===== config.mk =====
export PLATFORM = sky130hd
export DESIGN_NAME = fwd_track_unit
export DESIGN_NICKNAME = d
export VERILOG_FILES = /design/src/rtl/fwd_track_unit.sv
export SDC_FILE = /design/constraint.sdc
export NUM_CORES = 1
export LEC_CHECK = 0
export CAP_MARGIN = 15
export CORE_MARGIN = 5
export CORE_UTILIZATION = 45
export DETAILED_ROUTE_END_ITERATION = 10
export PLACE_DENSITY = 0.77
export SYNTH_ARGS = -nofsm -noshare
export SYNTH_HDL_FRONTEND = slang
export SYNTH_SLANG_ARGS = --single-unit

===== constraint.sdc =====
create_clock -name clk_i -period 5.2 [get_ports clk_i]
set_input_delay 0.52 -clock clk_i [delete_from_list [all_inputs] [get_ports clk_i]]
set_output_delay 0.52 -clock clk_i [all_outputs]
set_load 0.01 [all_outputs]

===== src/rtl/fwd_track_unit.sv =====
// EX-operand forwarding with a private shift-register record of in-flight producers.
// Optional FWD_TRACK_STATS_EN adds saturating forward-hit and stall counters.

module fwd_track_lookup #(
    parameter int DATA_W     = 32,
    parameter int REG_AW     = 5,
    parameter int DEPTH      = 3,
    parameter int LOAD_STAGE = 1,
    parameter int SEL_W      = $clog2(DEPTH + 1)
) (
    input  logic [REG_AW-1:0]             rs_i,
    input  logic [DATA_W-1:0]             rf_data_i,
    input  logic [DEPTH-1:0]              rec_v_i,
    input  logic [DEPTH-1:0]              rec_rdy_i,
    input  logic [DEPTH-1:0][REG_AW-1:0]  rec_rd_i,
    input  logic [DEPTH-1:0][DATA_W-1:0]  rec_data_i,
    input  logic                          load_data_valid_i,
    input  logic [DATA_W-1:0]             load_data_i,
    output logic [DATA_W-1:0]             op_o,
    output logic [SEL_W-1:0]              sel_o,
    output logic                          stall_o
);
    logic w_hit;
    int   w_idx;

    always_comb begin
        w_hit   = 1'b0;
        w_idx   = 0;
        op_o    = rf_data_i;
        sel_o   = '0;
        stall_o = 1'b0;
        // Youngest match wins, even when it is not ready yet.
        for (int k = 0; k < DEPTH; k++) begin
            if (!w_hit && rec_v_i[k] && rec_rd_i[k] == rs_i) begin
                w_hit = 1'b1;
                w_idx = k;
            end
        end
        if (rs_i != '0 && w_hit) begin
            if (rec_rdy_i[w_idx]) begin
                op_o  = rec_data_i[w_idx];
                sel_o = SEL_W'(w_idx + 1);
            end else if (w_idx == LOAD_STAGE && load_data_valid_i) begin
                op_o  = load_data_i;
                sel_o = SEL_W'(w_idx + 1);
            end else begin
                stall_o = 1'b1;
            end
        end
    end
endmodule

module fwd_track_unit #(
    parameter int DATA_W     = 32,
    parameter int REG_AW     = 5,
    parameter int DEPTH      = 3,
    parameter int NUM_SRC    = 2,
    parameter int LOAD_STAGE = 1,
    parameter int SEL_W      = $clog2(DEPTH + 1)
) (
    input  logic                        clk_i,
    input  logic                        rst_i,
    input  logic                        hold_i,
    input  logic                        flush_i,
    input  logic                        push_valid_i,
    input  logic [REG_AW-1:0]           push_rd_i,
    input  logic [DATA_W-1:0]           push_data_i,
    input  logic                        push_is_load_i,
    input  logic                        load_data_valid_i,
    input  logic [DATA_W-1:0]           load_data_i,
    input  logic [NUM_SRC*REG_AW-1:0]   rs_addr_i,
    input  logic [NUM_SRC*DATA_W-1:0]   rf_data_i,
    output logic [NUM_SRC*DATA_W-1:0]   op_data_o,
    output logic [NUM_SRC*SEL_W-1:0]    fwd_sel_o,
    output logic                        stall_o,
    output logic [31:0]                 fwd_hit_cnt_o,
    output logic [31:0]                 stall_cnt_o
);
    // When the load stage is the last record, a fill on shift leaves with the record.
    localparam bit FILL_KEEP = (LOAD_STAGE + 1 < DEPTH);
    localparam int FILL_SH   = FILL_KEEP ? LOAD_STAGE + 1 : LOAD_STAGE;

    logic [DEPTH-1:0]             r_v;
    logic [DEPTH-1:0]             r_rdy;
    logic [DEPTH-1:0][REG_AW-1:0] r_rd;
    logic [DEPTH-1:0][DATA_W-1:0] r_data;

    logic [NUM_SRC-1:0][SEL_W-1:0] w_sel;
    logic [NUM_SRC-1:0]            w_stall;
    logic                          w_fill;

    assign w_fill = load_data_valid_i && r_v[LOAD_STAGE] && !r_rdy[LOAD_STAGE];

    always_ff @(posedge clk_i or negedge rst_i) begin
        if (!rst_i) begin
            r_v    <= '0;
            r_rdy  <= '0;
            r_rd   <= '0;
            r_data <= '0;
        end else if (flush_i) begin
            r_v <= '0;
        end else if (!hold_i) begin
            for (int k = DEPTH - 1; k >= 1; k--) begin
                r_v[k]    <= r_v[k-1];
                r_rdy[k]  <= r_rdy[k-1];
                r_rd[k]   <= r_rd[k-1];
                r_data[k] <= r_data[k-1];
            end
            r_v[0]    <= push_valid_i && (push_rd_i != '0);
            r_rd[0]   <= push_rd_i;
            r_data[0] <= push_data_i;
            r_rdy[0]  <= !push_is_load_i;
            if (FILL_KEEP && w_fill) begin
                r_data[FILL_SH] <= load_data_i;
                r_rdy[FILL_SH]  <= 1'b1;
            end
        end else if (w_fill) begin
            r_data[LOAD_STAGE] <= load_data_i;
            r_rdy[LOAD_STAGE]  <= 1'b1;
        end
    end

    for (genvar s = 0; s < NUM_SRC; s++) begin : g_src
        fwd_track_lookup #(
            .DATA_W     (DATA_W),
            .REG_AW     (REG_AW),
            .DEPTH      (DEPTH),
            .LOAD_STAGE (LOAD_STAGE),
            .SEL_W      (SEL_W)
        ) u_lk (
            .rs_i              (rs_addr_i[s*REG_AW +: REG_AW]),
            .rf_data_i         (rf_data_i[s*DATA_W +: DATA_W]),
            .rec_v_i           (r_v),
            .rec_rdy_i         (r_rdy),
            .rec_rd_i          (r_rd),
            .rec_data_i        (r_data),
            .load_data_valid_i (load_data_valid_i),
            .load_data_i       (load_data_i),
            .op_o              (op_data_o[s*DATA_W +: DATA_W]),
            .sel_o             (w_sel[s]),
            .stall_o           (w_stall[s])
        );
    end

    assign fwd_sel_o = w_sel;
    assign stall_o   = |w_stall;

`ifdef FWD_TRACK_STATS_EN
    logic [31:0] r_hit_cnt;
    logic [31:0] r_stall_cnt;
    logic [31:0] w_nhit;
    logic [32:0] w_hit_sum;

    always_comb begin
        w_nhit = '0;
        for (int s = 0; s < NUM_SRC; s++)
            if (w_sel[s] != '0) w_nhit = w_nhit + 32'd1;
    end

    assign w_hit_sum = {1'b0, r_hit_cnt} + {1'b0, w_nhit};

    always_ff @(posedge clk_i or negedge rst_i) begin
        if (!rst_i) begin
            r_hit_cnt   <= '0;
            r_stall_cnt <= '0;
        end else if (!hold_i && !flush_i) begin
            r_hit_cnt <= w_hit_sum[32] ? '1 : w_hit_sum[31:0];
            if (stall_o && r_stall_cnt != '1) r_stall_cnt <= r_stall_cnt + 32'd1;
        end
    end

    assign fwd_hit_cnt_o = r_hit_cnt;
    assign stall_cnt_o   = r_stall_cnt;
`else
    assign fwd_hit_cnt_o = '0;
    assign stall_cnt_o   = '0;
`endif
endmodule


==> summary.txt, run 1 <==
Synth
  • Distinct cells, synth: between 50 and 60
  • Syn_area_per_cell: approximately 10 sq um
  • Post-Syn Area: ~8600 sq um
  • Area leader, netlist: dfrtp_1
  • Syn Inst Count: 850
  • #FFs+latches synth: approximately 120
  • Sequential fraction of the synthesis area: 0.339
  • Count leader, synth: dfrtp_1
  • Primary FF master, synth: dfrtp_1
  • Largest cells by area after synthesis: dfrtp_1 (34%), o22a_1 (6.3%), mux2_2 (6.1%), o32ai_2 (5.7%), buf_4 (5.6%)
  • Yosys warning total: 0
  • Post-synth EDFFs: 0
  • Share of flip-flops with an asynchronous set or reset: 1.00
  • Commonest cells in the netlist: dfrtp_1 (117), clkbuf_1 (65), buf_4 (64)
  • Fraction of synthesized cell area taken by the top area cell type: 0.339

Route
  • Drt pass-1 iters: 7
  • Total Wirelength: around 30000 microns
  • DRC: 0
  • Vias/cell: 6.33
  • DR vias: between 8k and 9k
  • Post-route ant nets: 0
  • Routed len/inst: about 24 microns
  • 1st-iter DRT viols: approximately 730

Power
  • Register share of total power: 0.383
  • Sw frac: 0.290
  • Static Leakage: roughly 4.4 nW
  • Clock power share: 0.369
  • Comb pwr share: 0.249
  • Max VDD drop: 0.248 mV
  • Power Internal: between 2 and 2.5 mW
  • P_sw: approximately 940 uW
  • Pwr per Cell Area: approximately 290 nW/um^2
  • Final Power: between 3 and 4 mW

STA
  • Slew @ Worst Pin: around 1.2 ns
  • Fin Clk Skew: 0.0178 ns
  • Final setup TNS: 0 ns
  • Fin. Hold Viols: 0
  • Worst setup margin: roughly 0.69 ns
  • Setup violators final: 0
  • Slew Limit Headroom: 0.218
  • RSZ-0062 raised after global routing: no
  • Fin crit share: 0.867
  • Final Max Slew Viols: 0
  • Final min period: between 4 and 5 ns
  • Fmax: around 220 MHz

Status
  • Outcome: finished, final reports clean

Critical path
  • R2R setup slack: about 3 ns
  • Critical path capture point type: primary output
  • Slowest CP cell: a211oi_4
  • CP Cell Sequence: clkdlybuf4s50_1 > xor2_1 > or4_4 > nor3_1 > a211oi_1 > a211oi_4 > buf_4 > a21oi_1 > clkdlybuf4s50_1
  • CP required: approximately 4.7 ns
  • Critical path class: input pin to primary output
  • Crit path largest cell delay: a little under 0.7 ns
  • Worst Path Arrival: between 3 and 4 ns
  • CP max FO: 23
  • Setup crit start kind: input pin
  • Most Frequent Cell on Critical Path: clkdlybuf4s50_1

Clocking
  • Post-CTS setup buffer count: 0
  • Clock buffer count from CTS: 17
  • CTS clk-pin slew, worst paths: 0.06 ns
  • Worst skew pair latency: about 0.43 ns
  • PostCTS Resize Cnt: 0
  • Hold-fix buffer count after cts: 0
  • H-Tree Level Count: 4
  • CTS tree: built
  • Clk buf depth: 2
  • Root buf cell: clkbuf_16
  • Num Clock Sinks: 117

GRT
  • GR Util met2: 0.439
  • Vias in the first global route: 8042
  • Gr busiest metal: met2
  • Congestion Overflow GR: 0
  • All-Layer GR Usage: 0.269
  • Global-route wire length before repair: approximately 46000 microns
  • Largest net degree at the start of global routing: 65
  • GR Util met3: 0.0591
  • GR Util met1: 0.346
  • Initial antenna violation count: 0

Finish
  • Layout Utilization: 0.604
  • Ratio of cells with drive above 1 in the final layout: 0.238
  • Final nets: roughly 1.2k
  • Final Non-Filler Cells: 1273
  • Area growth, synth to finish: 31.4%
  • Inserted Diodes: 0

Place
  • Port Buffer Count: around 220
  • Post-detail-place hpwl: just under 20000 microns
  • Placed insts: roughly 1.2k
  • Final Wtd Congestion: between 0.8 and 0.9
  • Setup WS pre-CTS: a little over 0.7 ns

Hold path
  • Hold Crit Class: input pin to asynchronous set/reset pin

Floorplan
  • I/O pins: about 280
  • Core Area: between 15000 and 20000 sq um
  • Die ar.: approximately 22000 sq um
  • Std cell rows: 50
  • Die H: 148 microns
  • Die width: between 100 and 150 microns
  • Initial core utilization: 0.460

Run
  • Max-Cap Viols: 0
## layout by cell type, fill, tap and decap left out, drive strengths merged, types with 25 or more instances in the layout
master	n
a21oi	71
a222oi	25
a2bb2oi	31
and2	28
clkdlybuf4s50	215
conb	64
dfrtp	117
mux2	47
mux2i	34
nor2	46
o221a	32
o22a	62
o22ai	33
o32ai	32
or2	35
xnor2	26
## worst max-delay path, delay by kind of cell
kind	cells	cell delay, ns
and+or+nand+nor	2	0.75
AOI/OAI and AO/OA	3	0.90
buffers and inverters	3	1.61
xor gates and xnor gates	1	0.14
## flip-flops by register name, indices dropped and copies added (netlist names)
signal,cells
r_data,96
r_v,3
r_rd,15
r_rdy,3
## metrics by stage
step,hold slack (ns),cell area (sq um)
floorplan,0.224,8860
global placement,0.523,10700
detailed placement,0.537,10700
CTS,0.239,11300
global route,0.276,11300
finish,0.205,11300
## final timing paths
check,startpoint,to,cells past startpoint
max,rs_addr_i[8],op_data_o[63],9
max reg2reg,r_v[1],r_data[37],5
min reg2reg,r_data[82],r_data[82],2
max in group asynchronous,rst_i,r_data[4],2
min in group clk_i,r_data[82],r_data[82],2
min,rst_i,r_rd[4],1
## power by group through the flow
stage	sequential, mW	clock [mW]	combinational (mW)
2_1_floorplan	1.21	0	0.541
3_3_place_gp	1.24	0	0.785
3_5_place_dp	1.25	0	0.805
4_1_cts	1.24	1.21	0.809
5_1_grt	1.27	1.26	0.874
6_report	1.24	1.20	0.808
## cell families (layout without fill, tap and decap cells)
kind of cell | Yosys count | after routing | synth area share
AO/OA/AOI/OAI | 311 | 311 | 0.325
AND/OR/NAND/NOR | 161 | 161 | 0.103
buffers and inverters | 149 | 275 | 0.101
flip-flops | 117 | 117 | 0.339
multiplexers | 81 | 81 | 0.101
XOR/XNOR | 30 | 30 | 0.0305
other | 1 | 64 | 0.000435
## layer usage
layer	share of wire	up-vias	routed length [microns]
met5	0	-	0
met4	0.026	0	792
met3	0.085	57	2580
met2	0.48	493	14600
met1	0.41	3955	12400
li1	-	3551	-
## cell type report
cell class | count | area [sq um]
timing repair buffer | 239 | 2350
clock buffer | 23 | 458
sequential | 117 | 2930
clock inverter | 9 | 126
inverter | 4 | 15.0
tap | 234 | 293
multi-input combinational | 647 | 5160
fill | 1572 | 7430
(Power assumes the default switching activity.)
==> inputs of run 2 (changes only) <==
--- a/config.mk
+++ b/config.mk
@@ -10,6 +10,7 @@
 export CORE_UTILIZATION = 45
 export DETAILED_ROUTE_END_ITERATION = 10
 export PLACE_DENSITY = 0.77
+export RECOVER_POWER = 100
 export SYNTH_ARGS = -nofsm -noshare
 export SYNTH_HDL_FRONTEND = slang
 export SYNTH_SLANG_ARGS = --single-unit
==> run 2 against run 1 <==
Against the previous run:
- the run now ends with capacitance limit, slew limit left
- global-route usage did not move
- via count fell by 0.25%
- non-clock buffer count did not move
- final area fell by 0.54%
- register-to-register slack got worse by 0.34 ns
- clock skew fell by 0.0012 ns
- fmax fell by 6.5%
- largest power group unchanged
==> summary.txt, run 2 (same netlist as run 1, synthesis figures left out) <==
Finish
  • Inserted Diodes: 0
  • Commonest non-fill, non-tap cell in the layout: clkdlybuf4s50_1
  • Fin area: between 10000 and 15000 sq um
  • Most frequent cells in the layout: clkdlybuf4s50_1 (172), dfrtp_1 (117), conb_1 (64)
  • FILL cells: between 1.5k and 2k
  • Most flops, register: r_data
  • Final nets: between 1k and 1.5k
  • Largest register FFs: 96
  • Area growth, synth to finish: 30.7%
  • Ratio of cells with drive above 1 in the final layout: 0.228
  • Final Non-Filler Cells: between 1k and 1.5k
  • Largest regs: r_data (96), r_rd (15)

Place
  • Setup WS pre-CTS: slightly above 0.7 ns
  • Port Buffer Count: between 200 and 250
  • DP Area: ~11000 sq um
  • Placed insts: roughly 1.2k
  • Final Wtd Congestion: approximately 0.85
  • Post-detail-place hpwl: approximately 20000 microns

STA
  • Fin crit share: 0.928
  • Slew @ Worst Pin: roughly 3.7 ns
  • Fin Clk Skew: 0.0165 ns
  • Fin. Hold Viols: 0
  • Final Max Slew Viols: around 160
  • Final min period: 4.82 ns
  • RSZ-0062 raised after global routing: no
  • Worst setup margin: approximately 0.38 ns
  • Fmax: 207 MHz
  • Slew Limit Headroom: -1.49
  • Setup violators final: 0
  • Hold slack: about 0.55 ns
  • Final setup TNS: 0 ns

Route
  • Total Wirelength: 30300 microns
  • Vias/cell: between 6 and 7
  • DR vias: roughly 8k
  • Drt pass-1 iters: 7
  • DRC: 0
  • 1st-iter DRT viols: around 700
  • Post-route ant nets: 0
  • Routed len/inst: about 24 microns

Run
  • Max-Cap Viols: 4

Critical path
  • Critical path class: input pin to primary output
  • CP max FO: 23
  • CP required: between 4 and 5 ns
  • Critical path capture point type: primary output
  • Setup crit start kind: input pin
  • Worst Path Arrival: 4.30 ns

Clocking
  • Clk buf depth: 2
  • Hold-fix buffer count after cts: 0
  • Post-CTS setup buffer count: 0
  • Worst skew pair latency: ~0.42 ns
  • Num Clock Sinks: 117
  • CTS clk-pin slew, worst paths: 0.05 ns
  • PostCTS Resize Cnt: 0
  • CTS tree: built
  • H-Tree Level Count: 4
  • Clock buffer count from CTS: 17
  • Root buf cell: clkbuf_16

Floorplan
  • Core Area: 18800 sq um
  • Die width: approximately 150 microns
  • Initial core utilization: 0.460
  • Die ar.: approximately 22000 sq um
  • Std cell rows: 50
  • Die H: ~150 microns
  • I/O pins: ~280

Status
  • Failing checks: capacitance limit, slew limit
  • Outcome: finished with violations

GRT
  • All-Layer GR Usage: 0.269
  • Congestion Overflow GR: 0
  • Largest net degree at the start of global routing: 65
  • Vias in the first global route: slightly above 8k
  • Global-route wire length before repair: ~46000 microns
  • Initial antenna violation count: 0

Power
  • Max VDD drop: roughly 0.25 mV
  • Pwr per Cell Area: ~290 nW/um^2
  • Static Leakage: between 4 and 5 nW

Hold path
  • Hold Crit Class: flop to flop
## run 2: layout make-up
| class | count | area (sq um) | share of cell area |
|---|---|---|---|
| multi-input cells | 647 | 5110 | 0.454 |
| flip-flops and latches | 117 | 2930 | 0.260 |
| repair buffers | 239 | 2340 | 0.207 |
| clock buffers | 23 | 458 | 0.0406 |
| well taps | 234 | 293 | 0.0260 |
| clock inverters | 9 | 126 | 0.0112 |
| inverters | 4 | 15.0 | 0.00133 |
## run 2: per-stage QoR
stage | util | power, mW
6_report | 0.601 | 3.24
5_1_grt | 0.601 | 3.39
4_1_cts | 0.604 | 3.26
3_5_place_dp | 0.573 | 2.06
3_3_place_gp | 0.573 | 2.03
2_1_floorplan | - | 1.75
## run 2: power by group
part	total, mW	switching, mW	internal (mW)	leakage [nW]
combinational	0.797	0.338	0.459	2.75
sequential	1.24	0.170	1.07	1.32
clock	1.20	0.433	0.764	0.285
## run 2: final timing paths
kind	to	slack [ns]	depth (start not counted)	start
setup / recovery	op_data_o[42]	0.38	9	rs_addr_i[8]
hold / removal	r_v[2]	0.55	2	r_v[2]
setup reg to reg	r_data[37]	2.60	5	r_v[1]
hold reg to reg	r_v[2]	0.55	2	r_v[2]
max in group asynchronous	r_data[4]	1.61	2	rst_i
min in group asynchronous	r_rd[5]	1.37	1	rst_i
## run 2: worst max-delay path, cell delays in order
cell	delay [ns]
dlygate4sd3_1	0.68
xor2_1	0.26
or4_4	0.20
or2_0	0.49
a211oi_1	0.23
a211oi_4	0.69
buf_4	0.51
a21oi_2	0.08
dlygate4sd3_1	0.62
## run 2: layer usage
metal / track usage / share of wire
met1: 0.346 / 0.41
met2: 0.439 / 0.48
met3: 0.0591 / 0.085
met4: 0.110 / 0.026
met5: 0 / 0
